[src/rtl/alu_sequencer.sv]
// alu_sequencer: queues ALU commands, issues them one at a time and holds each result until the consumer takes it
module alu_sequencer #(
    parameter int DEPTH   = 4,
    parameter int LATENCY = 1
) (
    input  logic        clk,
    input  logic        rst_n,
    input  logic        cmd_valid,
    output logic        cmd_ready,
    input  logic [4:0]  cmd_opcode,
    input  logic [31:0] cmd_a,
    input  logic [31:0] cmd_b,
    output logic [4:0]  opcode,
    output logic [31:0] a,
    output logic [31:0] b,
    output logic        enable,
    input  logic [31:0] out,
    output logic        res_valid,
    input  logic        res_ready,
    output logic [31:0] res_data,
    output logic [4:0]  res_opcode,
    output logic        busy,
    output logic [15:0] issued
);
    localparam int AW = (DEPTH > 1) ? $clog2(DEPTH) : 1;
    localparam logic [AW:0] FULL = (AW+1)'(DEPTH);
    typedef enum logic [1:0] {IDLE, ISSUE, WAIT, HOLD} state_t;
    state_t state, state_d;
    logic [4:0]    mem_op [DEPTH];
    logic [31:0]   mem_a  [DEPTH];
    logic [31:0]   mem_b  [DEPTH];
    logic [AW-1:0] wr_ptr, rd_ptr;
    logic [AW:0]   count;
    logic [3:0]    wcnt;
    logic          armed, push, pop, capture;
    assign cmd_ready = count != FULL;
    assign push      = cmd_valid && cmd_ready;
    assign pop       = armed && state == IDLE && count != '0;
    assign capture   = state == WAIT && wcnt == 4'd1;
    assign busy      = state != IDLE || count != '0;
    // the FSM only starts moving one edge after reset release
    always_ff @(posedge clk or negedge rst_n)
        if (!rst_n) armed <= 1'b0;
        else armed <= 1'b1;
    always_ff @(posedge clk)
        if (push) begin
            mem_op[wr_ptr] <= cmd_opcode;
            mem_a[wr_ptr]  <= cmd_a;
            mem_b[wr_ptr]  <= cmd_b;
        end
    always_ff @(posedge clk or negedge rst_n)
        if (!rst_n) begin
            wr_ptr <= '0;
            rd_ptr <= '0;
            count  <= '0;
        end else begin
            if (push) wr_ptr <= wr_ptr + AW'(1);
            if (pop) rd_ptr <= rd_ptr + AW'(1);
            count <= count + (AW+1)'(push) - (AW+1)'(pop);
        end
    always_ff @(posedge clk or negedge rst_n)
        if (!rst_n) state <= IDLE;
        else state <= state_d;
    always_comb begin
        state_d = state;
        if (armed)
            case (state)
                IDLE:    state_d = (count != '0) ? ISSUE : IDLE;
                ISSUE:   state_d = WAIT;
                WAIT:    state_d = capture ? HOLD : WAIT;
                HOLD:    state_d = res_ready ? IDLE : HOLD;
                default: state_d = IDLE;
            endcase
    end
    always_ff @(posedge clk or negedge rst_n)
        if (!rst_n) begin
            enable     <= 1'b0;
            opcode     <= '0;
            a          <= '0;
            b          <= '0;
            wcnt       <= '0;
            res_valid  <= 1'b0;
            res_data   <= '0;
            res_opcode <= '0;
            issued     <= '0;
        end else begin
            enable <= pop;
            if (pop) begin
                opcode <= mem_op[rd_ptr];
                a      <= mem_a[rd_ptr];
                b      <= mem_b[rd_ptr];
            end
            if (state == ISSUE) begin
                wcnt   <= 4'(LATENCY);
                issued <= issued + 16'd1;
            end else if (state == WAIT) wcnt <= wcnt - 4'd1;
            if (capture) begin
                res_data   <= out;
                res_opcode <= opcode;
                res_valid  <= 1'b1;
            end else if (state == HOLD && res_ready) res_valid <= 1'b0;
        end
endmodule

[config.mk]
export PLATFORM = sky130hd
export DESIGN_NAME = alu_sequencer
export DESIGN_NICKNAME = d
export VERILOG_FILES = /design/src/rtl/alu_sequencer.sv
export SDC_FILE = /design/constraint.sdc
export NUM_CORES = 1
export LEC_CHECK = 0
export CORE_MARGIN = 3
export CORE_UTILIZATION = 49
export DETAILED_ROUTE_END_ITERATION = 16
export MAX_ROUTING_LAYER = met4
export PLACE_DENSITY = 0.75
export SYNTH_ARGS = -nofsm -noshare
export SYNTH_HDL_FRONTEND = slang
export SYNTH_SLANG_ARGS = --single-unit
[constraint.sdc]
create_clock -name clk -period 2.7 [get_ports clk]
set_clock_uncertainty 0.2 [all_clocks]
set_input_delay 0.54 -clock clk [delete_from_list [all_inputs] [get_ports clk]]
set_output_delay 0.54 -clock clk [all_outputs]
set_load 0.02 [all_outputs]
* Yosys cells after proc, flatten, opt, wreduce, memory -nomap -nowiden *
Memories as Yosys holds them, arrays and structs flattened. A register that Yosys moved wholly into a read port is not among the register bits.
Cells that the tools add are included.

word-level totals
  bits in registers = 69
  latch bits = 0
  bits in writable memories = 276
  bits in read-only memories = 0
  bits of input ports = 105
  output and inout bits = 126
  memories = 3

memories
  memory  words  width  read ports  clocked after memory_dff  wr ports  line  text
  mem_a   4      32     1           1                         1         30    logic [31:0] mem_a [DEPTH];
  mem_b   4      32     1           1                         1         31    logic [31:0] mem_b [DEPTH];
  mem_op  4      5      1           1                         1         29    logic [4:0] mem_op [DEPTH];

operators by class
  $add $sub $neg = 6
  $mul = 0
  div/mod/pow operators = 0
  magnitude comparators = 0
  equality and inequality tests = 5
  shift-type cells = 0
  muxes and demuxes = 10
  bitwise gates (word level) = 0
  reductions and logical operators = 14

operator list
  operator               number
  $add 16x1->16 const B  1
  $mux 4                 2
  $pmux 2 s4             1
  $mux 1                 6
  $reduce_bool 2->1      3
  $logic_and 1x1->1      5
  $add 2x1->2 const B    2
  $eq 2x2->1 const B     2
  $eq 4x1->1 const B     1
  $sub 4x1->4 const B    1
  $add 3x1->3            1
  $logic_not 1->1        3
  $ne 3x3->1 const B     1
  $reduce_bool 3->1      1
  $sub 3x1->3            1
  $eq 2x1->1 const B     1
  $logic_not 2->1        1
  $mux 2                 1
  $logic_or 1x1->1       1

* Longest topological paths before layout *
  depth after elaboration = 4
  mapped depth = 10
  depth with buffers taken out = 9

* Worst setup path before layout *
OpenSTA, ideal clock, no wires.

  path kind = flip-flop to flip-flop
  start point = register count[1]
  end point = memory mem_a[0][0], enable pin
  setup time = 0.435 ns
  arrival time = 2.380 ns
  required time = 2.065 ns
  slack = -0.316 ns
  stages on the path, launching flop included = 4
  path buffers = 0
  period minus slack after synthesis = 3.016 ns
  cells stage by stage = dfrtp_1 -> nor2_1 -> nand2_1 -> and3_1

between the ends
  cells in the longest elaborated chain, start to end = 4

RTL lines
  element                       line  text
  start: declaration            33    logic [AW:0] count;
  start signal: assignment      59    count <= count + (AW+1)'(push) - (AW+1)'(pop);
  $ne 3x3->1                    36    assign cmd_ready = count != FULL;
  net cmd_ready                 9     output logic cmd_ready,
  $logic_and 1x1->1             37    assign push = cmd_valid && cmd_ready;
  $mux 1                        46    if (push) begin
  $mux 1 (implied by the code)  48    mem_a[wr_ptr] <= cmd_a;
  end: declaration              30

The timed path passes the listed nets, and every way through them passes these cells.

* Final worst setup path *
  start point = register count[1]
  end point = output port cmd_ready

between the ends
  cells in the longest elaborated chain, start to end = 1

RTL lines
  element           line
  $ne 3x3->1        36
  end: declaration  9

Every way passes these cells.

==> flow_summary.ini <==
[outcome]
status = complete, no violations

[place]
detailed_place_hpwl_mm = 18.4
routabilityCongestion = 0.717
dp_cells = 1346
port_buffers = 230
dp_slack_ns = 0.179

[timing]
min_period_ns = 2.61
totalNegativeSetupSlack_ns = 0
relSlewSlack = 0.645
final.period_utilization = 0.968
worst_slew_pin_slew_ns = 0.533
finalMaxSlewViolations = 0
hold_violations = 0
timing.final.setup_violations = 0
final.setup.worst_slack_ns = 0.0870
fmax_mhz = 383
grt_setup_unrepaired = no

[die]
die_w_um = 185
core-area_um2 = 31100
die_area_um2 = 34200
starting_utilization_of_the_core_area = 0.506
height_of_the_die_um = 185
count_of_standard_cell_rows = 64
pin_count = 231

[cells_and_area]
areaGrowthSynthToFinish_pct = 28.2
drive_above_1_share = 0.265
util_after_layout = 0.648
final-instance-count-excl-fill = 1424
final.fill_count = 2118
antenna_cells = 0
finish.net_count = 1115

[routing]
post_drt_via_cell_ratio = 5.35
route.vias.total = 7613
number_of_search_and_repair_iterations_in_the_first_detailed_routing_pass = 4
ant_nets = 0
drc = 0
avgRoutedWirePerCell_um = 20.7
first_iter_violations = 459
wl_mm = 29.4

[synth]
synth-seq-cells = 414
synthesis.yosys.warnings = 0
syn_avg_cell_area_um2 = 21.6
synth_top_flop_cell = edfxtp_1
synth_largest_type_area_fraction = 0.528
ys_types = 36
synthTopCellsByArea = edfxtp_1 (53%), dfrtp_1 (22%), mux4_2 (9.7%), mux2_4 (6.4%), mux2_2 (3.0%)
ys_seq_area_frac = 0.747
mappedNetlistNets = 847
post_synthesis_instance_total = 727
synth_area_leader_cell = edfxtp_1
count_of_flip_flops_with_a_built_in_enable_after_synthesis = 276
synthArstFlopShare = 0.333
post_synth_instance_area_um2 = 15700

[setup_path]
path_cells = nor2_1 > nand2_1 > clkdlybuf4s50_1
critical-path-max-stage-delay_ns = 0.68
worst_endpoint_required_time_ns = 1.96
critPathBufInv = 1
criticalPathCategory = flip-flop to primary output
endpoint_kind = primary output
slowest_stage = clkdlybuf4s50_1
cp.arrival_ns = 1.87
cp_max_fo = 6
worst_path_dominant_cell_family = buffers and inverters
startpoint_type = flip-flop

[global_routing]
grt_pass1_vias = 8072
grt_overflow = 0
groute.usage.overall = 0.180
pin_count_of_the_biggest_net_entering_global_routing = 57
grt_antenna_before_repair = 0
global_route_wire_length_before_repair_mm = 46.1

[cts]
clkLatencyLatePin_ns = 0.52
cts-htree-levels = 2
clock_tree_sinks = 414
worst_setup_hold_path_clk_slew_ns = 0.06
number_of_buffers_on_the_longest_clock_path = 3
post_cts_buffers = 0
clockRootBuffer = clkbuf_16
cts_made_buffers = 42
cts_tree = done

[job]
maxCapViolations = 0

[pwr]
design_power_total_mw = 23.5
largest_voltage_drop_on_the_vdd_net_mv = 0.706
p_leak_nw = 7.41
power_density_nw_per_um2 = 1160

[hold_path]
tightest_hold_check_type = flip-flop to flip-flop
## what timing repair did
action / in CTS / in global routing
resized for setup: 0 / 1
endpoints found under the setup margin: 0 / 1
endpoints found under the hold margin: 48 / 0
hold buffers: 1 / 0
## cell usage in the layout, fill, tap and decap left out, types with 9 or more instances in the layout
cell type | Yosys | final
buf_12 | 0 | 16
clkbuf_1 | 7 | 9
clkbuf_16 | 0 | 43
clkdlybuf4s50_1 | 0 | 228
dfrtp_1 | 138 | 136
edfxtp_1 | 276 | 276
ha_1 | 14 | 14
inv_1 | 13 | 13
mux2_2 | 42 | 42
mux2_4 | 67 | 67
mux4_2 | 68 | 68
nand2_1 | 17 | 17
xnor2_1 | 14 | 14
## state kept, by name, indices dropped and copies added (netlist names), 3 cells and up
signal / cells
mem_a: 128
mem_b: 128
a: 32
b: 32
res_data: 32
mem_op: 20
issued: 16
opcode: 5
res_opcode: 5
wcnt: 4
count: 3
## metrics by stage
stage	instance area [um^2]	hold WS [ns]
global placement	18700	0.261
detailed placement	18700	0.266
global route	20100	0.293
floorplan	15700	0.0444
finish	20100	0.277
CTS	20100	0.279
## final timing paths
check / from / end / slack (ns) / cells past startpoint
setup / recovery: count[1] / cmd_ready / 0.09 / 3
hold / removal: issued[15] / issued[15] / 0.28 / 1
setup reg to reg: state[1] / issued[12] / 0.48 / 6
hold reg to reg: issued[15] / issued[15] / 0.28 / 1
max in group asynchronous: rst_n / issued[2] / 1.25 / 3
min in group asynchronous: rst_n / res_opcode[4] / 0.36 / 2
## power by group
part | switching (mW) | internal (mW) | total, mW
Sequential | 0.895 | 8.68 | 9.57
Clock | 2.27 | 3.61 | 5.88
Combinational | 3.61 | 4.39 | 8.00
Total | 6.78 | 16.7 | 23.5
## layer usage
metal  wire length [um]  part of all wire  global-route usage  vias to the layer above
li1                   -                 -                   -                     3386
met4                471             0.016              0.0405                        0
met5                  0                 0                   -                        -
met2              14400              0.49               0.290                      246
met3               1770             0.060              0.0361                       43
met1              12800              0.43               0.241                     3938
## layout make-up
class | count | area (um^2) | area share
Multi-Input combinational cell | 271 | 3740 | 0.186
Clock buffer | 56 | 1160 | 0.0578
Sequential cell | 414 | 11700 | 0.583
Inverter | 13 | 48.8 | 0.00242
Tap cell | 396 | 495 | 0.0246
Clock inverter | 21 | 262 | 0.0130
Timing Repair Buffer | 253 | 2680 | 0.133
## cells by family after synthesis
family / count (synthesis) / share of synthesized area
AOI/OAI and AO/OA: 9 / 0.00358
xor gates and xnor gates: 20 / 0.0112
adders and majority gates: 15 / 0.0124
buffers and inverters: 42 / 0.0155
DFF: 414 / 0.747
muxes: 178 / 0.193
other: 1 / 0.000239
and+or+nand+nor: 48 / 0.0163
## synth_stat cells (all sizes together) (2+ instances only)
library cell,number
a21oi,2
and3,6
and4,2
buf,22
clkbuf,7
dfrtp,138
edfxtp,276
ha,14
inv,13
mux2,109
mux4,69
nand2,17
nand3,3
nand4,4
nor2,7
nor3,4
nor4,2
o21ai,2
o22ai,2
xnor2,14
xor2,6
No activity file was read; power rests on OpenSTA's default activity.
